--- src/rtl/mem_access_arbiter.sv ---
// Round-robin arbiter sharing one memory write channel and one read channel among NREQ requesters.
// Define MEM_ARB_WDT_EN to enable the read-data watchdog (TIMEOUT cycles in RD_WAIT).
module mem_access_arbiter #(
    parameter int NREQ    = 4,
    parameter int AW      = 2,
    parameter int DW      = 8,
    parameter int DEPTH   = 3,
    parameter int TIMEOUT = 16
) (
    input  logic                 clk,
    input  logic                 rst_n,
    input  logic [NREQ-1:0]      req_valid,
    input  logic [NREQ-1:0]      req_we,
    input  logic [NREQ*AW-1:0]   req_addr,
    input  logic [NREQ*DW-1:0]   req_wdata,
    output logic [NREQ-1:0]      req_ready,
    output logic [NREQ-1:0]      rsp_valid,
    input  logic [NREQ-1:0]      rsp_ready,
    output logic [DW-1:0]        rsp_data,
    output logic                 rsp_err,
    output logic                 mem_wr_valid,
    input  logic                 mem_wr_ready,
    output logic [AW-1:0]        mem_wr_addr,
    output logic [DW-1:0]        mem_wr_data,
    output logic                 mem_rd_valid,
    input  logic                 mem_rd_ready,
    output logic [AW-1:0]        mem_rd_addr,
    input  logic                 mem_rdata_valid,
    input  logic [DW-1:0]        mem_rdata,
    output logic                 busy
);
    localparam int IW = (NREQ > 1) ? $clog2(NREQ) : 1;
    localparam int CW = $clog2(TIMEOUT + 1);
`ifdef MEM_ARB_WDT_EN
    localparam bit WDT_EN = 1'b1;
`else
    localparam bit WDT_EN = 1'b0;
`endif

    typedef enum logic [2:0] {
        ST_IDLE    = 3'd0,
        ST_WR      = 3'd1,
        ST_RD_ADDR = 3'd2,
        ST_RD_WAIT = 3'd3,
        ST_RESP    = 3'd4
    } state_t;

    state_t          state_q, state_d;
    logic [IW-1:0]   rr_ptr_q, rr_ptr_d;
    logic [IW-1:0]   gnt_q, gnt_d;
    logic            we_q, we_d;
    logic [AW-1:0]   addr_q, addr_d;
    logic [DW-1:0]   wdata_q, wdata_d;
    logic [DW-1:0]   rdata_q, rdata_d;
    logic            err_q, err_d;
    logic [CW-1:0]   wdt_cnt_q, wdt_cnt_d;

    logic            found_s;
    logic [IW-1:0]   pick_s;
    logic [IW-1:0]   idx_s;
    logic [AW-1:0]   cap_addr_s;
    logic            wdt_expired_s;

    // Round-robin search: first valid requester at or above rr_ptr_q, wrapping at NREQ
    always_comb begin
        found_s = 1'b0;
        pick_s  = {IW{1'b0}};
        idx_s   = {IW{1'b0}};
        for (int k = 0; k < NREQ; k++) begin
            idx_s = IW'((int'(rr_ptr_q) + k) % NREQ);
            if (!found_s && req_valid[idx_s]) begin
                found_s = 1'b1;
                pick_s  = idx_s;
            end else begin
                found_s = found_s;
            end
        end
    end

    assign cap_addr_s    = req_addr[pick_s*AW +: AW];
    assign wdt_expired_s = WDT_EN && (wdt_cnt_q == CW'(TIMEOUT - 1));

    // Next-state, capture and response-field logic
    always_comb begin
        state_d   = state_q;
        rr_ptr_d  = rr_ptr_q;
        gnt_d     = gnt_q;
        we_d      = we_q;
        addr_d    = addr_q;
        wdata_d   = wdata_q;
        rdata_d   = rdata_q;
        err_d     = err_q;
        wdt_cnt_d = {CW{1'b0}};
        case (state_q)
            ST_IDLE: begin
                if (found_s) begin
                    gnt_d    = pick_s;
                    we_d     = req_we[pick_s];
                    addr_d   = cap_addr_s;
                    wdata_d  = req_wdata[pick_s*DW +: DW];
                    rdata_d  = {DW{1'b0}};
                    rr_ptr_d = (pick_s == IW'(NREQ - 1)) ? {IW{1'b0}} : pick_s + IW'(1);
                    if (32'(cap_addr_s) >= 32'(DEPTH)) begin
                        err_d   = 1'b1;
                        state_d = ST_RESP;
                    end else if (req_we[pick_s]) begin
                        err_d   = 1'b0;
                        state_d = ST_WR;
                    end else begin
                        err_d   = 1'b0;
                        state_d = ST_RD_ADDR;
                    end
                end else begin
                    state_d = ST_IDLE;
                end
            end
            ST_WR: begin
                if (mem_wr_ready) state_d = ST_RESP;
                else              state_d = ST_WR;
            end
            ST_RD_ADDR: begin
                if (mem_rd_ready) state_d = ST_RD_WAIT;
                else              state_d = ST_RD_ADDR;
            end
            ST_RD_WAIT: begin
                if (mem_rdata_valid) begin
                    rdata_d = mem_rdata;
                    state_d = ST_RESP;
                end else if (wdt_expired_s) begin
                    rdata_d = {DW{1'b0}};
                    err_d   = 1'b1;
                    state_d = ST_RESP;
                end else begin
                    wdt_cnt_d = wdt_cnt_q + CW'(1);
                end
            end
            ST_RESP: begin
                if (rsp_ready[gnt_q]) state_d = ST_IDLE;
                else                  state_d = ST_RESP;
            end
            default: state_d = ST_IDLE;
        endcase
    end

    // Output decode; req_ready is forced low while reset is asserted
    always_comb begin
        req_ready    = {NREQ{1'b0}};
        rsp_valid    = {NREQ{1'b0}};
        rsp_data     = {DW{1'b0}};
        rsp_err      = 1'b0;
        mem_wr_valid = 1'b0;
        mem_wr_addr  = {AW{1'b0}};
        mem_wr_data  = {DW{1'b0}};
        mem_rd_valid = 1'b0;
        mem_rd_addr  = {AW{1'b0}};
        busy         = (state_q != ST_IDLE);
        case (state_q)
            ST_IDLE: begin
                if (rst_n && found_s) req_ready[pick_s] = 1'b1;
                else                  req_ready = {NREQ{1'b0}};
            end
            ST_WR: begin
                mem_wr_valid = 1'b1;
                mem_wr_addr  = addr_q;
                mem_wr_data  = wdata_q;
            end
            ST_RD_ADDR: begin
                mem_rd_valid = 1'b1;
                mem_rd_addr  = addr_q;
            end
            ST_RESP: begin
                rsp_valid[gnt_q] = 1'b1;
                rsp_data         = rdata_q;
                rsp_err          = err_q;
            end
            default: busy = busy;
        endcase
    end

    // State and transaction registers
    always_ff @(posedge clk or negedge rst_n) begin
        if (!rst_n) begin
            state_q   <= ST_IDLE;
            rr_ptr_q  <= {IW{1'b0}};
            gnt_q     <= {IW{1'b0}};
            we_q      <= 1'b0;
            addr_q    <= {AW{1'b0}};
            wdata_q   <= {DW{1'b0}};
            rdata_q   <= {DW{1'b0}};
            err_q     <= 1'b0;
            wdt_cnt_q <= {CW{1'b0}};
        end else begin
            state_q   <= state_d;
            rr_ptr_q  <= rr_ptr_d;
            gnt_q     <= gnt_d;
            we_q      <= we_d;
            addr_q    <= addr_d;
            wdata_q   <= wdata_d;
            rdata_q   <= rdata_d;
            err_q     <= err_d;
            wdt_cnt_q <= wdt_cnt_d;
        end
    end
endmodule
--- config.mk ---
export PLATFORM = sky130hd
export DESIGN_NAME = mem_access_arbiter
export DESIGN_NICKNAME = d
export VERILOG_FILES = /design/src/rtl/mem_access_arbiter.sv
export SDC_FILE = /design/constraint.sdc
export NUM_CORES = 1
export LEC_CHECK = 0
export ABC_AREA = 0
export BUFFER_PORTS_ARGS = -buffer_cell sky130_fd_sc_hd__buf_2
export CAP_MARGIN = 20
export CORE_MARGIN = 4
export CORE_UTILIZATION = 45
export CTS_CLUSTER_DIAMETER = 150
export DETAILED_ROUTE_END_ITERATION = 10
export HOLD_SLACK_MARGIN = 0.1
export PLACE_DENSITY = 0.8
export SKIP_LAST_GASP = 1
export SYNTH_ARGS = -nofsm -noshare
export SYNTH_HDL_FRONTEND = slang
export SYNTH_SLANG_ARGS = --single-unit
--- constraint.sdc ---
create_clock -name clk -period 2.63 [get_ports clk]
set_input_delay 0.263 -clock clk [delete_from_list [all_inputs] [get_ports clk]]
set_output_delay 0.263 -clock clk [all_outputs]
set_load 0.02 [all_outputs]
# Word level (Yosys, flattened, before mapping)
# Cells that the tools add are included.
# totals
output_inout_bits	32
reg_bits	26
mem_bits_rw	0
mem_bits_ro	0
memories	0
input_bits	65
latch_bits	0
elab_cells	90
# classes
mul	0
n_mux	47
n_lt_le_gt_ge	9
shift	2
n_eq_ne	7
add_sub_neg	4
reduce_logical	14
bitwise_logic	0
n_div	0
# ops
op	count
two-way mux 8 bit	4
indexed part select 32 x 6 -> 8 bit	1
< comparator 2 x 3 -> 1 bit, second input constant	6
two-way mux 1 bit	17
two-way mux 2 bit	8
one-hot mux 8 bit (2 select lines)	1
two-way mux 3 bit	5
one-hot mux 3 bit (5 select lines)	1
binary-select mux 1 bit (select 2 bit)	6
two-way mux 4 bit	3
indexed part select 8 x 4 -> 2 bit	1
equality test 3 x 2 -> 1 bit, second input constant	2
logical AND 1 bit	6
adder 2 x 1 -> 2 bit, second input constant	2
adder 2 bit, second input constant	2
demux 1 bit (select 2 bit)	2
>= comparator 2 x 1 -> 1 bit, second input constant	2
!= test 2 bit, second input constant	2
equality test 3 x 1 -> 1 bit, second input constant	1
equality test 3 bit, second input constant	1
zero test 1 bit	3
zero test 3 bit	1
AND reduction 3 bit	1
nonzero test 3 bit	1
4 further kinds	4

# Longest topological paths before layout
# Gate-level depths: netlist of run 1.
# depth
depth_word	18
depth_mapped	7
mapped_depth_nobuf	7

# Worst setup path before layout of run 1
# No wires, ideal clock.
# synth_path
path_kind	register to output
start	register rr_ptr_q[1]
end	output port req_ready[1]
arrival_ns	1.730
path_slack_ns	0.637
stages_incl_launch_ff	7
path_buffers	1
t_required_ns	2.367
path_cell_list	dfrtp_1 and2_4 and2_1 nor3_4 buf_2 ha_1 and3_1
# synth_via
elab_chain_len	18
elab_cells_between_ends	33
cone_classes	add/sub: 3; order compare: 2; mux: 20; reduce/logical: 8
# synth_rtl
element	line_no	rtl
start, declared	49	logic [IW-1:0] rr_ptr_q, rr_ptr_d;
start signal, assigned	184	rr_ptr_q <= {IW{1'b0}};
start signal, assigned	194	rr_ptr_q <= rr_ptr_d;
parallel branches: the longest is 11 deep, another holds adder 2 x 1 -> 2 bit	--	
two-way mux 2 bit *	71	if (!found_s && req_valid[idx_s]) begin
via pick_s[0]	59	logic [IW-1:0] pick_s;
< comparator 2 x 3 -> 1 bit (implied by the code) or >= comparator 2 x 1 -> 1 bit (tied branches)	159	if (rst_n && found_s) req_ready[pick_s] = 1'b1;
logical AND 1 bit (implied by the code)	159	
two-way mux 1 bit (implied by the code)	159	
demux 1 bit (select 2 bit) *	159	
two-way mux 4 bit *	159	
two-way mux 4 bit *	157	case (state_q)
end, declared	16	output logic [NREQ-1:0] req_ready,
# Mark *: on every way through the listed nets, which the timed path passes. The select of a mux whose other input is x is not followed.

# Worst setup path after layout of run 1
# layout_path
start	register rr_ptr_q[1]
end	output port req_ready[2]
# layout_via
elab_chain_len	18
elab_cells_between_ends	33
cone_classes	add/sub: 3; order compare: 2; mux: 20; reduce/logical: 8
# layout_rtl
element	line_no
parallel branches: the longest is 16 deep, another holds < comparator 2 x 3 -> 1 bit	--
two-way mux 4 bit *	159
two-way mux 4 bit *	157
# Mark *: on every way between the ends. The select of a mux whose other input is x is not followed.

==> results of run 1 <==
==> flip-flops by register name, summed over array words and instances (netlist names) <==
name      cells
addr_q        2
rdata_q       8
gnt_q         2
wdata_q       8
state_q       3
err_q         1
rr_ptr_q      2
==> worst register-to-register path, delay by kind of cell (launching register included) <==
family,cells,cell delay (ns)
and+or+nand+nor,3,0.74
AOI/OAI and AO/OA,1,0.16
buffers and inverters,1,0.26
DFF,1,0.43
muxes,1,0.34
==> path summary, 6_finish.rpt <==
kind | from | endpoint | slack (ns) | cells past startpoint
worst max-delay path | rr_ptr_q[1] | req_ready[2] | 0.31 | 7
worst min-delay path | mem_rdata[6] | rdata_q[6] | 0.18 | 3
worst max register to register | rr_ptr_q[1] | wdata_q[0] | 0.61 | 6
worst min register to register | wdata_q[2] | wdata_q[2] | 0.48 | 2
max in group asynchronous | rst_n | rdata_q[5] | 1.73 | 3
min in group asynchronous | rst_n | wdata_q[2] | 0.39 | 2
==> through the flow <==
stage | util, % | instance area, um^2
2_1_floorplan | - | 1860
3_3_place_gp | 59.6 | 2390
3_5_place_dp | 59.6 | 2390
4_1_cts | 61.3 | 2450
5_1_grt | 61.3 | 2450
6_report | 61.3 | 2450
==> what timing repair did <==
item / 4_1_cts / 5_1_grt
hold buffers: 1 / 0
resized for setup: 0 / 0
endpoints found under the hold margin: 8 / 0
==> routing by layer <==
layer	vias up	global-route usage, %	part of all wire [%]	routed length, um
met5	-	0	0	0
met4	0	4.38	0.85	42
met3	5	3.74	7.8	385
met2	67	34.7	52	2580
met1	832	23.6	39	1960
li1	915	-	-	-
==> power by group <==
part	switching (mW)	total [mW]	leakage (nW)	internal, mW
logic	0.720	1.25	0.991	0.531
clock network	0.122	0.256	0.0288	0.134
registers	0.126	0.689	0.332	0.562
==> final cells by class <==
type,instances,area share [%]
multi-input combinational,168,46.0
tap,50,2.55
clock buffer,4,2.25
timing repair buffer,103,21.8
inverter,5,0.766
sequential,26,26.5
==> layout by cell type, fill, tap and decap left out, types with 5 or more instances in the layout <==
| cell type | Yosys | routed |
|---|---|---|
| nand2b_1 | 7 | 7 |
| and3_1 | 5 | 5 |
| buf_2 | 1 | 96 |
| mux2i_1 | 20 | 20 |
| buf_4 | 0 | 6 |
| nand2_1 | 37 | 37 |
| and2_1 | 20 | 20 |
| dfrtp_1 | 26 | 26 |
| o21ai_0 | 15 | 15 |
| nand3_1 | 16 | 16 |
| mux2_2 | 10 | 10 |
| nor2_1 | 8 | 8 |
==> cells by family after synthesis <==
| logic type | share of synthesized area (%) |
|---|---|
| buf+inv | 4.37 |
| compound gates | 10.3 |
| mux | 18.0 |
| flops | 35.0 |
| simple gates | 29.7 |
| fa+ha+maj | 2.69 |
==> impl_results.md, run 1 <==
- Status: finished, final reports clean
- Register clock-pin slew on the reported worst setup and hold paths: 0.09 ns
- CTS H-tree depth: 1
- WL final: 4960 um
- Maxcap violations: 0
- Mapped Area: 0.00186 mm^2
- Largest net degree at the start of global routing: 24
- Syn avg cell area: 8.90 um^2
- Clock Latency Late Sink: 0.27 ns
- Antenna cells: 0
- CTS buffer count: 3
- Slowest stage delay, CP: between 0.4 and 0.5 ns
- Crit start category: flop
- Final setup violation count: 0
- CP required: 2.37 ns
- Synth Net Count: about 280
- Total track usage: between 10% and 20%
- RSZ-0062 raised after global routing: false
- Postcts setup bufs: 0
- Die X: 72.3 um
- Min Tclk post-route: 2.32 ns
- Final Max Slew Viols: 0
- Arr. time, crit path: 2.06 ns
- Worst path buffer plus inverter count: 2
- Clock Skews: 0.00111 ns
- Drt wl/cell: 13.9 um
- Slowest-stage cell, CP: dfrtp_1
- Sequential Area: 651 um^2
- Worst Slack Setup Final: 0.309 ns
- CTS tree: yes
- Synth Flop Type: dfrtp_1
- CP delay by family, top: simple AND/OR/NAND/NOR gates
- Die Y: slightly above 70 um
- WS Path Type: flop to output pin
- Flops & latches, synth: 26
- Nets@finish: ~380
- CTS sink cnt: 26
- Most common cell in the netlist: nand2_1
- Post-Layout Cell Count: 356
- Placer Congestion: 0.835
- Post-Place Setup Slack: between 0.5 and 0.6 ns
- Crit path capture type: output pin
- Hold Fails Final Rpt: 0
- Cells along the critical path: and2_4 > and2_1 > nor3_4 > inv_2 > ha_1 > and3_1 > buf_2
- Slew HR: 57.4%
- Filler cells: 366
- Pwr/cell area: 895 mW/mm^2
- Post-synth EDFFs: 0
- Multi-input logic area: 0.00113 mm^2
- Die area: between 0.005 and 0.006 mm^2
- Core area: about 0.0040 mm^2
- Worst VDD drop: slightly below 0.0005 V
- LEAKAGE: roughly 1.4 nW
- IO Port Bufs: 96
- Post-Syn Instances: roughly 210
- Post-synth top area cell: dfrtp_1
- Area added between synthesis and finish: 31.7%
- Starting Density: 46.5%
- Clock Tree Buf Depth: 2
- Setup_tns: 0 ns
- Proportion of layout cells with a drive suffix above 1: 40.8%
- Remaining antenna violation count: 0
- Worst Max-Slew Pin Slew: 0.637 ns
- Asr flop ratio synth: 100%
- Yosys warns: 0
- Vias per std cell: 5.11
- Design Power: 2.19 mW
- Fmax: 431 MHz
- # DRC: 0
- DR iter-0 viols: 78
- Grt ovf: 0
- Dpl hpwl: 3990 um
- Global-route wire length before repair: 8000 um
- Drt pass-1 iters: 4
- Crit-path max FO: 9
- WHS: 0.177 ns
- Area fraction of the dominant cell type after synthesis: 35.0%
- Total I/O pin count: 97
- Row cnt: 23
- Antenna violations before repair: 0
- Period utilisation layout: about nine tenths
- Area contributors post-synth: dfrtp_1 35%, mux2i_1 11%, nand2_1 7.5%
- CTS Root Cell: clkbuf_8
- Netlist cell types: 35
- Seq/Total Area, Yosys: 35.0%
- Via count: ~1800
- Worst hold path class: primary input to flop
- Cell total after placement: approximately 350
- Vias in the first global route: 1735
- Most frequent cells after synthesis: 37 x nand2_1, 26 x dfrtp_1, 20 x and2_1, 20 x mux2i_1, 16 x nand3_1
Note: power is estimated with default switching activity, not from simulation.
==> run 2: changes to the inputs <==
--- a/config.mk
+++ b/config.mk
@@ -14,6 +14,7 @@
 export DETAILED_ROUTE_END_ITERATION = 10
 export HOLD_SLACK_MARGIN = 0.1
 export PLACE_DENSITY = 0.8
+export RECOVER_POWER = 100
 export SKIP_LAST_GASP = 1
 export SYNTH_ARGS = -nofsm -noshare
 export SYNTH_HDL_FRONTEND = slang
==> run 2 against run 1 <==
  * Non-clock buffer count stayed put
  * Sequential share of layout area up 0.54 points
  * Flip-flop and latch count is the same
  * Count of clock-buffer cells in the layout unchanged
  * Maximum frequency decreased by 3.1%
  * Core utilization down 1.2 points
  * Critical endpoint is now req_ready[1]
  * Largest power group unchanged
==> impl_results.md, run 2 (synthesized netlist as in run 1, its figures left out) <==
- Grt ovf: 0
- Arr. time, crit path: between 2 and 2.5 ns
- Pwr/cell area: 893 mW/mm^2
- Core area: roughly 0.0040 mm^2
- Worst Max-Slew Pin Slew: 0.985 ns
- Die Y: 72.3 um
- Antenna cells: 0
- Hold_sp: mem_rdata[6]
- Clock Skews: around 0.0020 ns
- Dpl hpwl: 3990 um
- Filler cells: roughly 380
- Row cnt: 23
- Area added between synthesis and finish: 29.1%
- Slew HR: about a third
- Largest regs: rdata_q (8), wdata_q (8), state_q (3)
- Placer Congestion: 0.835
- Total I/O pin count: 97
- Multi-input logic area: 0.00112 mm^2
- Antenna violations before repair: 0
- Period utilisation layout: 91.1%
- WL final: 4950 um
- Terminus of the critical flop-to-flop path: state_q[2]
- Drt pass-1 iters: 4
- M2 GR Usage: a little over a third
- Vias per std cell: just over 5
- Die X: 72.3 um
- Register clock-pin slew on the reported worst setup and hold paths: 0.09 ns
- Remaining antenna violation count: 0
- Hold endpoint: rdata_q[6]
- Crit path capture type: output pin
- LEAKAGE: 1.24 nW
- CTS buffer count: 3
- Postcts setup bufs: 0
- Total track usage: 19.2%
- Maxcap violations: 0
- Design Power: 2.14 mW
- Drt wl/cell: 13.9 um
- Status: finished, final reports clean
- Grt peak-use layer: met2
- CTS sink cnt: 26
- Fmax: ~420 MHz
- CTS H-tree depth: 1
- Placed inst area: 0.00239 mm^2
- R2R Setup Slk: 0.42 ns
- RSZ-0062 raised after global routing: false
- Hold Fails Final Rpt: 0
- Clock Latency Late Sink: 0.27 ns
- Die area: 0.00523 mm^2
- Clock Tree Buf Depth: 2
- Commonest non-fill, non-tap cells in the layout: 76 x buf_2, 37 x nand2_1, 26 x dfrtp_1
- Reg2reg start: rr_ptr_q[1]
- Largest net degree at the start of global routing: 24
- Design Area, Final: 0.00240 mm^2
- Final setup violation count: 0
- CP required: 2.37 ns
- WS Path Type: flop to output pin
- Crit start category: flop
- Crit-path max FO: 9
- Reg2Reg Depth: 6
- Sequential Area: 651 um^2
- Starting Density: about 47%
- CTS Root Cell: clkbuf_8
- # DRC: 0
- Min Tclk post-route: 2.40 ns
- Worst VDD drop: 0.000462 V
- Global-route wire length before repair: 8000 um
- Nets@finish: 376
- IO Port Bufs: 96
- Hold depth: 3
- Post-CTS Resized: 0
- DR iter-0 viols: 72
- WHS: ~0.18 ns
- Final Max Slew Viols: 0
- Met1 GRT Util: approximately a quarter
- Setup_tns: 0 ns
- Worst hold path class: primary input to flop
- Proportion of layout cells with a drive suffix above 1: 32.4%
- Via count: ~1800
- Vias in the first global route: 1735
- CTS tree: yes
- GR Layer Usage met3: approximately 3.7%
- Commonest non-fill, non-tap cell in the layout: buf_2
run 2: cell types whose count changed in the layout (fill, tap and decap cells not counted), moves of 4 or more:
| cell | change |
|---|---|
| and2_0 | +12 |
| and2_1 | -11 |
| clkbuf_1 | +24 |
| buf_4 | -4 |
| buf_2 | -20 |
run 2: area by class of cell:
cell class | count | share of cell area (%)
clock buffer | 4 | 2.29
inverter | 5 | 0.781
multi-input combinational | 168 | 46.6
sequential | 26 | 27.1
tap | 50 | 2.60
timing repair buffer | 103 | 20.6
run 2: metrics by stage:
| step | util [%] | instances | setup slack [ns] |
|---|---|---|---|
| after floorplan | - | 209 | 0.637 |
| after global placement | 59.6 | 351 | 0.654 |
| after detailed placement | 59.6 | 351 | 0.593 |
| after CTS | 61.3 | 356 | 0.303 |
| after global routing | 60.1 | 356 | 0.0859 |
| final | 60.1 | 356 | 0.234 |
run 2: worst max path at each step:
| stage | from | to | cells past startpoint |
|---|---|---|---|
| after floorplan | rr_ptr_q[1] | req_ready[1] | 6 |
| after global placement | rr_ptr_q[1] | req_ready[0] | 7 |
| after detailed placement | rr_ptr_q[1] | state_q[2] | 7 |
| after CTS | rr_ptr_q[1] | req_ready[0] | 7 |
| after global routing | rr_ptr_q[1] | req_ready[1] | 6 |
| final | rr_ptr_q[1] | req_ready[1] | 6 |
run 2: where the power goes:
part | total (mW) | switching [mW] | internal, mW
combinational | 1.20 | 0.716 | 0.482
sequential | 0.690 | 0.127 | 0.562
clock | 0.257 | 0.123 | 0.134
total | 2.14 | 0.967 | 1.18
run 2: worst max-delay path, cell delays in order (launching register included):
cell      delay (ns)
dfrtp_1         0.43
and2_0          0.23
and2_0          0.21
nor3_4          0.37
ha_1            0.22
and3_1          0.15
clkbuf_1        0.26
run 2: per-layer routing:
layer  routed length (um)  up-vias
met5                    0        -
met4                   44        0
met3                  366        5
met2                 2600       58
met1                 1940      839
li1                     -      913
run 2: repair_timing:
action                                  CTS  global route
hold buffers                              1             0
hold endpoints to repair                  8             0
endpoints found under the setup margin    0             0
==> run 3: changes to the inputs <==
==> constraint.sdc (replaced) <==
create_clock -name clk -period 2.7 [get_ports clk]
set_input_delay 0.27 -clock clk [delete_from_list [all_inputs] [get_ports clk]]
set_output_delay 0.27 -clock clk [all_outputs]
set_load 0.02 [all_outputs]
==> run 3 against run 2 <==
  * Via count up 2.0%
  * Core utilization down 0.38 points
  * Hold slack better by 0.017 ns
  * Design area down 0.62%
  * Setup slack better by 0.031 ns
  * Sequential power down 3%
  * Clock power down 19%
  * Power down 4.3%
  * Die area unchanged
  * Final cell count down 0.28%
  * Critical path type unchanged
  * Largest cell class unchanged
==> impl_results.md, run 3 (synthesized netlist as in run 1, its figures left out) <==
- CTS Root Cell: clkbuf_8
- Register clock-pin slew on the reported worst setup and hold paths: ~0.08 ns
- Pwr/cell area: 860 mW/mm^2
- Antenna cells: 0
- Area added between synthesis and finish: 28.3%
- Largest net degree at the start of global routing: 24
- Crit start category: flop
- Period utilisation layout: between 90% and 100%
- Die X: approximately 72 um
- Clock Latency Late Sink: 0.26 ns
- Commonest non-fill, non-tap cells in the layout: 75 x buf_2, 37 x nand2_1, 26 x dfrtp_1
- Row cnt: 23
- Crit-path max FO: 11
- Antenna violations before repair: 0
- Hold Fails Final Rpt: 0
- Post-Place Setup Slack: 0.613 ns
- NetSw: ~0.93 mW
- Cells along the critical path: and2_0 > and2_0 > nor3_4 > inv_2 > ha_1 > and3_1 > clkbuf_1
- Maxcap violations: 0
- Core area: 0.00400 mm^2
- Most Frequent Cell on Critical Path: and2_0
- CTS sink cnt: 26
- Fmax: 411 MHz
- Remaining antenna violation count: 0
- Total I/O pin count: 97
- Die area: about 0.0052 mm^2
- Vias in the first global route: 1800
- CTS H-tree depth: 1
- Worst hold path class: primary input to flop
- Worst Max-Slew Pin Slew: 0.908 ns
- IO Port Bufs: 96
- Post-CTS Resized: 0
- Via count: 1851
- Min Tclk post-route: 2.43 ns
- Total track usage: 18.4%
- Dpl hpwl: 3910 um
- LEAKAGE: 1.23 nW
- Grt ovf: 0
- Slowest-stage cell, CP: dfrtp_1
- Sequential share of power: 32.7%
- Worst Slack Setup Final: around 0.27 ns
- CTS tree: yes
- CP delay by family, top: simple AND/OR/NAND/NOR gates
- Internal: ~1.1 mW
- Design Area, Final: 0.00239 mm^2
- Nets@finish: 376
- # DRC: 0
- R2R Setup Slk: 0.34 ns
- DR iter-0 viols: 36
- Status: finished, final reports clean
- Largest regs: rdata_q (8), wdata_q (8), state_q (3)
- Switching share of power: 45.5%
- RSZ-0062 raised after global routing: false
- Final setup violation count: 0
- Placed inst area: 0.00239 mm^2
- Final Max Slew Viols: 0
- WL final: 4830 um
- Clock Skews: 0.00461 ns
- Proportion of layout cells with a drive suffix above 1: 31.8%
- Global-route wire length before repair: 7800 um
- Vias per std cell: between 5 and 6
- Commonest non-fill, non-tap cell in the layout: buf_2
- Worst VDD drop: 0.000480 V
- CTS buffer count: 3
- Clock network fraction of total power: 10.1%
- WS Path Type: flop to output pin
- Drt pass-1 iters: 4
- Drt wl/cell: 13.6 um
- Part of the power in combinational logic: 57.2%
- Placer Congestion: 0.851
- Slew HR: approximately two fifths
- Slowest stage delay, CP: 0.43 ns
- Worst path buffer plus inverter count: 2
- Final core occ: 59.7%
- Die Y: 72.3 um
- WHS: 0.194 ns
- CP required: approximately 2.4 ns
- Setup_tns: 0 ns
- Clock Tree Buf Depth: 2
- Arr. time, crit path: 2.16 ns
- Crit path capture type: output pin
- Starting Density: 46.5%
==> run 3: changes by cell type in the layout (fill, tap and decap cells not counted), sizes merged <==
cell and delta:
buf -1
==> run 3: repair_timing <==
action / 4_1_cts / 5_1_grt
setup buffers: 0 / 0
hold endpoints to repair: 9 / 0
hold buffers: 1 / 0
==> run 3: worst paths after layout <==
path / cells past startpoint / endpoint / startpoint
max: 7 / req_ready[0] / rr_ptr_q[1]
max in group asynchronous: 3 / rdata_q[6] / rst_n
min in group asynchronous: 2 / gnt_q[1] / rst_n
min: 3 / rdata_q[5] / mem_rdata[5]
max reg2reg: 6 / wdata_q[5] / rr_ptr_q[1]
min reg2reg: 2 / wdata_q[2] / wdata_q[2]
==> run 3: tightest hold or removal path: cells and delay by family <==
kind / cells / cell delay (ns)
buf+inv: 1 / 0.07
simple gates: 2 / 0.08
==> run 3: metal layers <==
metal / up-vias / routed length (um) / track usage [%] / share of wire [%]
met5: - / 0 / 0 / 0
met4: 0 / 57 / 4.59 / 1.2
met3: 6 / 426 / 3.32 / 8.8
met2: 76 / 2450 / 33.0 / 51
met1: 847 / 1900 / 22.9 / 39
li1: 922 / - / - / -
==> run 3: per-stage QoR <==
step | cells | total power, mW
after floorplan | 209 | 1.58
after global placement | 351 | 1.87
after detailed placement | 351 | 1.91
after CTS | 355 | 2.12
after global routing | 355 | 2.26
final | 355 | 2.05
==> run 3: final cells by class <==
class                           count  area, um^2
Fill cell                         390        1610
Multi-Input combinational cell    168        1120
Sequential cell                    26         651
Timing Repair Buffer              103         494
Tap cell                           50        62.6
Clock buffer                        3        41.3
Inverter                            5        18.8
==> run 3: power groups by stage <==
stage                     Sequential [mW]  Combinational, mW  Clock (mW)
after floorplan                     0.625              0.953           0
after global placement              0.671               1.20           0
after detailed placement            0.680               1.23           0
after CTS                           0.672               1.24       0.215
after global routing                0.696               1.33       0.239
final                               0.672               1.17       0.208
